`src/rtl/scv_boot_ctrl_if.sv`:
```
// Download path and boot-ROM block RAM port shared by the host loader and the
// boot sequencer. The host/BRAM side is the master and the sequencer is the slave.
interface scv_boot_ctrl_if #(
  parameter int unsigned ROM_AW = 12
);

  // Host download bus
  logic              DL_ACTIVE;
  logic              DL_WR;
  logic [ROM_AW-1:0] DL_ADDR;
  logic [7:0]        DL_DATA;

  // Single-port boot-ROM block RAM
  logic [ROM_AW-1:0] ROM_A;
  logic [7:0]        ROM_D;
  logic              ROM_WE;
  logic [7:0]        ROM_Q;

  modport master (
    output DL_ACTIVE, DL_WR, DL_ADDR, DL_DATA,
    output ROM_Q,
    input  ROM_A, ROM_D, ROM_WE
  );

  modport slave (
    input  DL_ACTIVE, DL_WR, DL_ADDR, DL_DATA,
    input  ROM_Q,
    output ROM_A, ROM_D, ROM_WE
  );

endinterface

```
`src/rtl/scv_boot_ctrl.sv`:
```
// Boot/run sequencer for the uPD7800 core in the Super Cassette Vision top.
// Shares the boot-ROM BRAM between host download (write) and CPU fetch (read),
// generates the CP1/CP2 phase strobes and holds the core in reset until an
// image has been loaded plus RESET_HOLD complete CP cycles.
// Optional feature: define SCV_BOOT_CTRL_PAUSE_EN to add a PAUSE input that
// freezes the phase sequencer at the end of a CP cycle.
module scv_boot_ctrl #(
  parameter int unsigned ROM_AW     = 12,
  parameter int unsigned RESET_HOLD = 16
) (
  input  logic                CLK,
  input  logic                RESET,
`ifdef SCV_BOOT_CTRL_PAUSE_EN
  input  logic                PAUSE,
`endif
  scv_boot_ctrl_if.slave      bus,
  input  logic [15:0]         CPU_A,
  output logic [7:0]          CPU_DB,
  output logic                CPU_RESETB,
  output logic                CP1_POSEDGE,
  output logic                CP1_NEGEDGE,
  output logic                CP2_POSEDGE,
  output logic                CP2_NEGEDGE,
  output logic                ROM_NCS,
  output logic [1:0]          STATE
);

  localparam int unsigned HOLD_W    = 8;
  localparam int unsigned PHASE_W   = 2;
  localparam int unsigned STROBE_W  = 4;
  localparam logic [HOLD_W-1:0] HOLD_INIT = HOLD_W'(RESET_HOLD);

  typedef enum logic [1:0] {
    ST_HALT = 2'd0,
    ST_LOAD = 2'd1,
    ST_HOLD = 2'd2,
    ST_RUN  = 2'd3
  } state_e;

  state_e                state_q,   state_d;
  logic [PHASE_W-1:0]    phase_q,   phase_d;
  logic [STROBE_W-1:0]   strobe_q,  strobe_d;
  logic [HOLD_W-1:0]     hold_q,    hold_d;
  logic                  wr_seen_q, wr_seen_d;
  logic                  paused_q,  paused_d;
  logic                  resetb_q,  resetb_d;

  logic                  pause_c;
  logic                  run_now_c;
  logic                  run_next_c;
  logic                  cp2_neg_c;

`ifdef SCV_BOOT_CTRL_PAUSE_EN
  assign pause_c = PAUSE;
`else
  assign pause_c = 1'b0;
`endif

  // The CP2_NEGEDGE strobe currently on the bus marks the end of a CP cycle
  assign cp2_neg_c  = strobe_q[3];
  assign run_now_c  = (state_q == ST_HOLD) || (state_q == ST_RUN);
  assign run_next_c = (state_d == ST_HOLD) || (state_d == ST_RUN);

  // Next-state, hold counter, wr_seen, phase sequencer and reset release
  always_comb begin
    state_d   = state_q;
    hold_d    = hold_q;
    wr_seen_d = wr_seen_q;
    phase_d   = '0;
    strobe_d  = '0;
    paused_d  = 1'b0;
    resetb_d  = 1'b0;

    unique case (state_q)
      ST_HALT: begin
        if (bus.DL_ACTIVE) state_d = ST_LOAD;
      end
      ST_LOAD: begin
        if (bus.DL_WR) wr_seen_d = 1'b1;
        if (!bus.DL_ACTIVE) begin
          // An empty download leaves the core halted
          if (wr_seen_q || bus.DL_WR) begin
            state_d = ST_HOLD;
            hold_d  = HOLD_INIT;
          end else begin
            state_d = ST_HALT;
          end
        end
      end
      ST_HOLD: begin
        if (bus.DL_ACTIVE) begin
          state_d = ST_LOAD;
        end else if (cp2_neg_c) begin
          hold_d = hold_q - HOLD_W'(1);
          if (hold_q == HOLD_W'(1)) state_d = ST_RUN;
        end
      end
      ST_RUN: begin
        if (bus.DL_ACTIVE) state_d = ST_LOAD;
      end
      default: state_d = ST_HALT;
    endcase

    // Every LOAD entry starts a fresh image
    if ((state_d == ST_LOAD) && (state_q != ST_LOAD)) wr_seen_d = 1'b0;

    // Phase sequencer: one strobe per CLK, restarting at CP1_POSEDGE on HOLD entry
    if (run_next_c) begin
      if (!run_now_c) begin
        phase_d  = '0;
        strobe_d = STROBE_W'(1);
      end else if (paused_q) begin
        if (pause_c) begin
          paused_d = 1'b1;
          phase_d  = phase_q;
        end else begin
          phase_d  = '0;
          strobe_d = STROBE_W'(1);
        end
      end else if (cp2_neg_c && pause_c) begin
        // Freeze only at a CP cycle boundary so the core never sees a partial cycle
        paused_d = 1'b1;
        phase_d  = phase_q;
      end else begin
        phase_d  = phase_q + PHASE_W'(1);
        strobe_d = STROBE_W'(1) << phase_d;
      end
    end

    resetb_d = (state_d == ST_RUN);
  end

  // State, counter and strobe registers with synchronous reset
  always_ff @(posedge CLK) begin
    if (RESET) begin
      state_q   <= ST_HALT;
      phase_q   <= '0;
      strobe_q  <= '0;
      hold_q    <= '0;
      wr_seen_q <= 1'b0;
      paused_q  <= 1'b0;
      resetb_q  <= 1'b0;
    end else begin
      state_q   <= state_d;
      phase_q   <= phase_d;
      strobe_q  <= strobe_d;
      hold_q    <= hold_d;
      wr_seen_q <= wr_seen_d;
      paused_q  <= paused_d;
      resetb_q  <= resetb_d;
    end
  end

  // BRAM port mux: host owns the port only while loading
  always_comb begin
    bus.ROM_A  = CPU_A[ROM_AW-1:0];
    bus.ROM_D  = 8'h00;
    bus.ROM_WE = 1'b0;
    if (state_q == ST_LOAD) begin
      bus.ROM_A  = bus.DL_ADDR;
      bus.ROM_D  = bus.DL_DATA;
      bus.ROM_WE = bus.DL_WR;
    end
  end

  // Address decode and read data; the core holds its address for a full CP
  // cycle, which hides the one-CLK BRAM read latency
  always_comb begin
    ROM_NCS = |CPU_A[15:ROM_AW];
    CPU_DB  = 8'hFF;
    if (!ROM_NCS && run_now_c) CPU_DB = bus.ROM_Q;
  end

  assign CPU_RESETB  = resetb_q;
  assign CP1_POSEDGE = strobe_q[0];
  assign CP1_NEGEDGE = strobe_q[1];
  assign CP2_POSEDGE = strobe_q[2];
  assign CP2_NEGEDGE = strobe_q[3];
  assign STATE       = 2'(state_q);

endmodule

```
`src/flat_wrapper.sv`:
```
// flat-port wrapper written by rule: the top's interface ports become plain ports
module scv_boot_ctrl_flat 
#(
  parameter int unsigned ROM_AW     = 12,
  parameter int unsigned RESET_HOLD = 16
)
  (CLK, RESET, CPU_A, CPU_DB, CPU_RESETB, CP1_POSEDGE, CP1_NEGEDGE, CP2_POSEDGE, CP2_NEGEDGE, ROM_NCS, STATE, bus_DL_ACTIVE, bus_DL_WR, bus_DL_ADDR, bus_DL_DATA, bus_ROM_Q, bus_ROM_A, bus_ROM_D, bus_ROM_WE);
  scv_boot_ctrl_if #(.ROM_AW(ROM_AW)) bus_i ();
  input  logic CLK;
  input  logic RESET;
  input  logic [15:0] CPU_A;
  output logic [7:0] CPU_DB;
  output logic CPU_RESETB;
  output logic CP1_POSEDGE;
  output logic CP1_NEGEDGE;
  output logic CP2_POSEDGE;
  output logic CP2_NEGEDGE;
  output logic ROM_NCS;
  output logic [1:0] STATE;
  input wire logic [$bits(bus_i.DL_ACTIVE)-1:0] bus_DL_ACTIVE;
  input wire logic [$bits(bus_i.DL_WR)-1:0] bus_DL_WR;
  input wire logic [$bits(bus_i.DL_ADDR)-1:0] bus_DL_ADDR;
  input wire logic [$bits(bus_i.DL_DATA)-1:0] bus_DL_DATA;
  input wire logic [$bits(bus_i.ROM_Q)-1:0] bus_ROM_Q;
  output wire logic [$bits(bus_i.ROM_A)-1:0] bus_ROM_A;
  output wire logic [$bits(bus_i.ROM_D)-1:0] bus_ROM_D;
  output wire logic [$bits(bus_i.ROM_WE)-1:0] bus_ROM_WE;
  assign bus_i.DL_ACTIVE = bus_DL_ACTIVE;
  assign bus_i.DL_WR = bus_DL_WR;
  assign bus_i.DL_ADDR = bus_DL_ADDR;
  assign bus_i.DL_DATA = bus_DL_DATA;
  assign bus_i.ROM_Q = bus_ROM_Q;
  assign bus_ROM_A = bus_i.ROM_A;
  assign bus_ROM_D = bus_i.ROM_D;
  assign bus_ROM_WE = bus_i.ROM_WE;
  scv_boot_ctrl #(.ROM_AW(ROM_AW), .RESET_HOLD(RESET_HOLD)) u_core (.CLK(CLK), .RESET(RESET), .bus(bus_i), .CPU_A(CPU_A), .CPU_DB(CPU_DB), .CPU_RESETB(CPU_RESETB), .CP1_POSEDGE(CP1_POSEDGE), .CP1_NEGEDGE(CP1_NEGEDGE), .CP2_POSEDGE(CP2_POSEDGE), .CP2_NEGEDGE(CP2_NEGEDGE), .ROM_NCS(ROM_NCS), .STATE(STATE));
endmodule
```
`config.mk`:
```
export PLATFORM = sky130hd
export DESIGN_NAME = scv_boot_ctrl_flat
export DESIGN_NICKNAME = d
export VERILOG_FILES = /design/src/rtl/scv_boot_ctrl_if.sv /design/src/rtl/scv_boot_ctrl.sv /design/src/flat_wrapper.sv
export SDC_FILE = /design/constraint.sdc
export NUM_CORES = 1
export LEC_CHECK = 0
export ABC_AREA = 1
export CAP_MARGIN = 20
export CELL_PAD_IN_SITES_DETAIL_PLACEMENT = 0
export CELL_PAD_IN_SITES_GLOBAL_PLACEMENT = 1
export CORE_MARGIN = 3
export CORE_UTILIZATION = 24
export CTS_BUF_LIST = sky130_fd_sc_hd__clkbuf_2 sky130_fd_sc_hd__clkbuf_4 sky130_fd_sc_hd__clkbuf_8
export DETAILED_ROUTE_END_ITERATION = 8
export PLACE_DENSITY_LB_ADDON = 0.1
export SLEW_MARGIN = 20
export SYNTH_ARGS = -nofsm -noshare
export SYNTH_HDL_FRONTEND = slang
export SYNTH_SLANG_ARGS = --single-unit
```
`constraint.sdc`:
```
create_clock -name CLK -period 4.59 [get_ports CLK]
set_clock_uncertainty 0.1 [all_clocks]
set_input_delay 0.459 -clock CLK [delete_from_list [all_inputs] [get_ports CLK]]
set_output_delay 0.459 -clock CLK [all_outputs]
set_load 0.01 [all_outputs]
```
==> results.sh, run 1 <==
export IMPL_top_usage_layer="met2"
export IMPL_antenna_found_initial=0
export IMPL_htreeDepth=1
export IMPL_ant_nets=0
export IMPL_critPathCaptureType="primary output"
export IMPL_worst_r2r_endpoint="u_core.hold_q[3]"
export IMPL_layout_nets=339
export IMPL_drv_slew=0
export IMPL_cts_inserted_buffers=3
export IMPL_globalplace_congestion=0.738
export IMPL_worstRegToRegCells=9
export IMPL_crit_arrival_ns=2.15
export IMPL_postCtsHoldBufs=0
export IMPL_drtPass1Iterations=4
export IMPL_ys_ff_latch=18
export IMPL_track_usage_pct=12.7
export IMPL_clockRootBuffer="clkbuf_8"
export IMPL_finalNonFillerCells=351
export IMPL_synth_top_cell_area_share_pct=29.4
export IMPL_initial_core_util_pct=25.4
export IMPL_finalSetupViolCount=0
export IMPL_die_h_um=77.4
export IMPL_num_rows=25
export IMPL_cts_tree="yes"
export IMPL_use_met2_pct=23.7
export IMPL_relSlewSlack_pct=70.6
export IMPL_drt_vias_per_instance=4.00
export IMPL_syn_to_final_growth_pct=78.8
export IMPL_worstHoldPathType="reg -> reg"
export IMPL_post_cts_resized=0
export IMPL_power_leakage_nw=1.04
export IMPL_start_kind="input pin"
export IMPL_seq_area_frac_synth_pct=29.4
export IMPL_synth_cell_type_count=22
export IMPL_crit_path_start="CPU_A[13]"
export IMPL_outcome="complete, no violations"
export IMPL_antennaDiodeCount=0
export IMPL_clock_latency_ns=0.25
export IMPL_hold_viol_final=0
export IMPL_maxCapViolations=0
export IMPL_pre_cts_ws_ns=1.87
export IMPL_num_vias=1405
export IMPL_grt_setup_unrepaired="false"
export IMPL_vdd_ir_drop_max_mv=0.0955
export IMPL_path_class="in -> out"
export IMPL_area_sequential_um2=360
export IMPL_period_minus_slack_ns=2.71
export IMPL_cp_max_fo=8
export IMPL_postLayoutSetupSlackWorst_ns=1.88
export IMPL_hpwl_um=3050
export IMPL_syn_nets=253
export IMPL_grt_pass1_vias=1497
export IMPL_cts_setup_buffers=0
export IMPL_fin_crit_sh_pct=59.0
export IMPL_syn_inst=199
export IMPL_met1_usage_pct=14.4
export IMPL_worst_pin_slew_ns=0.441
export IMPL_total_power_w=0.000483
export IMPL_required_ns=4.03
export IMPL_yosys_area_top_type="dfxtp_1"
export IMPL_multi_input_area_um2=699
export IMPL_clk_pin_slew_ns=0.07
export IMPL_fp_dieW_um=77.4
export IMPL_die_area_mm2=0.00600
export IMPL_ys_top_cells_by_area="dfxtp_1 (29%), nand2_1 (22%), inv_1 (12%)"
export IMPL_synth_area_mm2=0.00122
export IMPL_port_buffers=84
export IMPL_num_fill_cells=539
export IMPL_wirelength_um=3680
export IMPL_grt_pass1_wl_um=6310
export IMPL_fmax_ghz=0.369
export IMPL_endpoint="CPU_DB[3]"
export IMPL_place_inst=347
export IMPL_drc=0
export IMPL_io_pins=85
export IMPL_grt_overflow_total=0
export IMPL_core_region_area_mm2=0.00482
export IMPL_cts_num_sinks=18
export IMPL_drtIter0Drc=44
export IMPL_fin_tns_setup_ns=0
export IMPL_r2r_slack_ns=2.74
export IMPL_clockBufferDepth=2
export IMPL_avgSynthCellArea_um2=6.16
export IMPL_wl_per_cell_um=10.5
export IMPL_use_met3_pct=4.41
export IMPL_powerDensity_mw_per_mm2=220
export IMPL_grt_max_degree=26
export IMPL_drive_above_1_share_pct=5.99
export IMPL_hold_start="u_core.phase_q[0]"
export IMPL_r2r_start="u_core.STATE[1]"
export IMPL_yosys_warnings=0
report_power, final:
group          internal (W)  switching [W]  leakage, nW
sequential         0.000164     0.00000540        0.146
combinational     0.0000970      0.0000858        0.866
clock             0.0000762      0.0000539       0.0288
total              0.000337       0.000145         1.04
layer usage:
layer | part of all wire, % | routed length (µm)
met1 | 41 | 1520
met2 | 52 | 1910
met3 | 6.7 | 246
met4 | 0.27 | 10
met5 | 0 | 0
cell type report:
| type | instances | area share [%] |
|---|---|---|
| Inverter | 38 | 6.51 |
| Clock buffer | 4 | 2.51 |
| Multi-Input combinational cell | 139 | 31.9 |
| Timing Repair Buffer | 85 | 38.7 |
| Sequential cell | 18 | 16.5 |
| Tap cell | 67 | 3.83 |
critical path: stages:
cell             delay (ns)
clkdlybuf4s50_1        0.39
or4_4                  0.55
nor2_4                 0.18
nand2_1                0.07
clkdlybuf4s50_1        0.49
cell usage in the layout (no fill, tap or decap), drive strengths merged:
cell           synthesis  final
nand3                  6      6
dfxtp                 18     18
clkdlybuf4s50          0     84
buf                    1      1
clkbuf                 3      4
xor2                   2      2
nand4                  3      3
a21oi                 10     10
nand3b                 1      1
nor2                  27     27
ha                     6      6
or4                    1      1
a211oi                 1      1
nand2                 74     74
inv                   38     38
o21ai                  5      5
nor3                   3      3
cells in the mapped netlist:
library cell  instances
nor2_4                4
ha_1                  6
a21oi_2               2
inv_1                38
nand2_1              73
buf_6                 1
o21ai_0               4
nor2_2                2
nand3_2               1
nand4_1               3
xor2_1                2
nand2_2               1
a21oi_1               8
o21ai_1               1
nand3b_4              1
a211oi_1              1
clkbuf_1              3
nor3_1                3
nor2_1               21
or4_4                 1
dfxtp_1              18
nand3_1               5
stage by stage:
step | instance area [µm²] | hold slack [ns] | util (%)
finish | 2190 | 0.348 | 45.5
global route | 2190 | 0.384 | 45.5
detailed placement | 2130 | 0.340 | 44.3
floorplan | 1220 | 0.317 | -
CTS | 2190 | 0.354 | 45.5
global placement | 2130 | 0.336 | 44.3
how the worst min path moves through the flow:
| stage | end | slack [ns] | depth (start not counted) |
|---|---|---|---|
| finish | u_core.strobe_q[3] | 0.35 | 1 |
| floorplan | u_core.strobe_q[3] | 0.32 | 1 |
| detailed placement | u_core.strobe_q[3] | 0.34 | 1 |
| global placement | u_core.strobe_q[3] | 0.34 | 1 |
| CTS | u_core.strobe_q[3] | 0.35 | 1 |
| global route | u_core.strobe_q[3] | 0.38 | 1 |
registers in the layout (all words and copies together), names as in the netlist:
register	cells
u_core.wr_seen_q	1
u_core.strobe_q	4
u_core.phase_q	2
u_core.hold_q	8
u_core.CPU_RESETB	1
u_core.STATE	2
kinds of logic after synthesis:
logic type	Yosys count	synth area share, %
AOI/OAI and AO/OA	16	7.35
buffers and inverters	42	13.5
adders and majority gates	6	6.13
and+or+nand+nor	115	42.2
xor gates and xnor gates	2	1.43
DFF	18	29.4
(Power assumes the default switching activity.)
==> run 2, diff against run 1 <==
- CORE_UTILIZATION: 24 -> 23
- clock period: 4.59 -> 2.5 ns (I/O delays scaled with it)
==> results.sh, run 2 (same netlist as run 1, synthesis figures left out) <==
export IMPL_pre_cts_ws_ns=0.202
export IMPL_wl_per_cell_um=10.5
export IMPL_period_minus_slack_ns=2.30
export IMPL_largest_reg_flops=8
export IMPL_drive_above_1_share_pct=7.02
export IMPL_cp_max_fo=8
export IMPL_vdd_ir_drop_max_mv=0.149
export IMPL_clockRootBuffer="clkbuf_8"
export IMPL_cts_num_sinks=18
export IMPL_finalNonFillerCells=352
export IMPL_die_h_um=79.0
export IMPL_core_region_area_mm2=0.00494
export IMPL_relSlewSlack_pct=80.9
export IMPL_power_leakage_nw=1.05
export IMPL_drtIter0Drc=39
export IMPL_place_inst=348
export IMPL_fmax_ghz=0.436
export IMPL_grt_max_degree=26
export IMPL_wirelength_um=3690
export IMPL_clk_pin_slew_ns=0.07
export IMPL_hold_viol_final=0
export IMPL_reg_top3="u_core.hold_q x8, u_core.strobe_q x4"
export IMPL_critPathCaptureType="primary output"
export IMPL_final_util_pct=44.7
export IMPL_die_area_mm2=0.00624
export IMPL_drt_vias_per_instance=4.07
export IMPL_drtPass1Iterations=3
export IMPL_htreeDepth=1
export IMPL_grt_setup_unrepaired="false"
export IMPL_hpwl_um=3100
export IMPL_grt_pass1_wl_um=6380
export IMPL_regMostFlops="u_core.hold_q"
export IMPL_postLayoutSetupSlackWorst_ns=0.204
export IMPL_start_kind="input pin"
export IMPL_path_class="in -> out"
export IMPL_finalSetupViolCount=0
export IMPL_worst_pin_slew_ns=0.285
export IMPL_syn_to_final_growth_pct=80.3
export IMPL_crit_arrival_ns=1.95
export IMPL_fin_tns_setup_ns=0
export IMPL_required_ns=2.15
export IMPL_antennaDiodeCount=0
export IMPL_fp_dieW_um=79.0
export IMPL_total_power_w=0.000895
export IMPL_cts_inserted_buffers=3
export IMPL_port_buffers=84
export IMPL_initial_core_util_pct=24.8
export IMPL_maxCapViolations=0
export IMPL_layout_commonest_cell="clkdlybuf4s50_1"
export IMPL_worstHoldPathType="reg -> reg"
export IMPL_track_usage_pct=12.6
export IMPL_outcome="complete, no violations"
export IMPL_io_pins=85
export IMPL_layout_nets=340
export IMPL_powerDensity_mw_per_mm2=405
export IMPL_fin_crit_sh_pct=91.8
export IMPL_globalplace_congestion=0.697
export IMPL_drc=0
export IMPL_clock_latency_ns=0.26
export IMPL_num_rows=25
export IMPL_num_vias=1434
export IMPL_drv_slew=0
export IMPL_ant_nets=0
export IMPL_cts_tree="yes"
export IMPL_grt_pass1_vias=1454
export IMPL_antenna_found_initial=0
export IMPL_final_cell_mix="clkdlybuf4s50_1 (84), nand2_1 (73), inv_1 (37)"
export IMPL_clockBufferDepth=2
export IMPL_grt_overflow_total=0
[run 2: cell types whose count changed in the layout (fill, tap and decap cells not counted)]
| cell | before | now |
|---|---|---|
| buf_4 | 1 | 2 |
| clkinvlp_4 | 0 | 1 |
| inv_1 | 38 | 37 |
| nor2_1 | 21 | 20 |
| nor2_4 | 4 | 5 |
[run 2: cell type report]
class | count | area [µm²]
fillers | 545 | 2730
flip-flops and latches | 18 | 360
inverters | 38 | 146
well taps | 67 | 83.8
repair buffers | 86 | 856
clock buffers | 4 | 55.1
multi-input cells | 139 | 707
[run 2: power breakdown]
| part | leakage [nW] | internal (W) | switching (W) |
|---|---|---|---|
| registers | 0.146 | 0.000301 | 0.0000105 |
| clock network | 0.0288 | 0.000140 | 0.000102 |
| logic | 0.873 | 0.000181 | 0.000160 |
| total | 1.05 | 0.000622 | 0.000272 |
[run 2: routing by layer]
layer / vias up / GRT usage [%] / wire, µm
met5: - / 0 / 0
met2: 59 / 19.0 / 1590
met4: 0 / 4.64 / 36
met1: 599 / 15.5 / 1590
met3: 4 / 6.24 / 468
li1: 772 / - / -
[run 2: metrics by stage]
stage          hold slack, ns  cell area [µm²]
2_1_floorplan           0.219             1220
3_3_place_gp            0.338             2140
3_5_place_dp            0.342             2140
4_1_cts                 0.359             2200
5_1_grt                 0.394             2210
6_report                0.351             2210
[run 2: path summary, 6_finish.rpt]
path | startpoint | endpoint | slack (ns) | cells past startpoint
setup / recovery | CPU_A[13] | CPU_DB[3] | 0.20 | 5
hold / removal | u_core.phase_q[0] | u_core.strobe_q[3] | 0.35 | 1
setup reg to reg | u_core.STATE[1] | u_core.hold_q[3] | 0.56 | 9
hold reg to reg | u_core.phase_q[0] | u_core.strobe_q[3] | 0.35 | 1
[run 2: worst max-delay path: stages]
cell,delay (ns)
clkdlybuf4s50_1,0.40
or4_4,0.55
nor2_4,0.18
nand2_1,0.08
clkdlybuf4s50_1,0.49
[run 2: what timing repair did]
action / in CTS / in global routing
resized for setup: 1 / 2
hold buffers: 0 / 0
setup endpoints to repair: 3 / 17
buffers inserted: 0 / 0
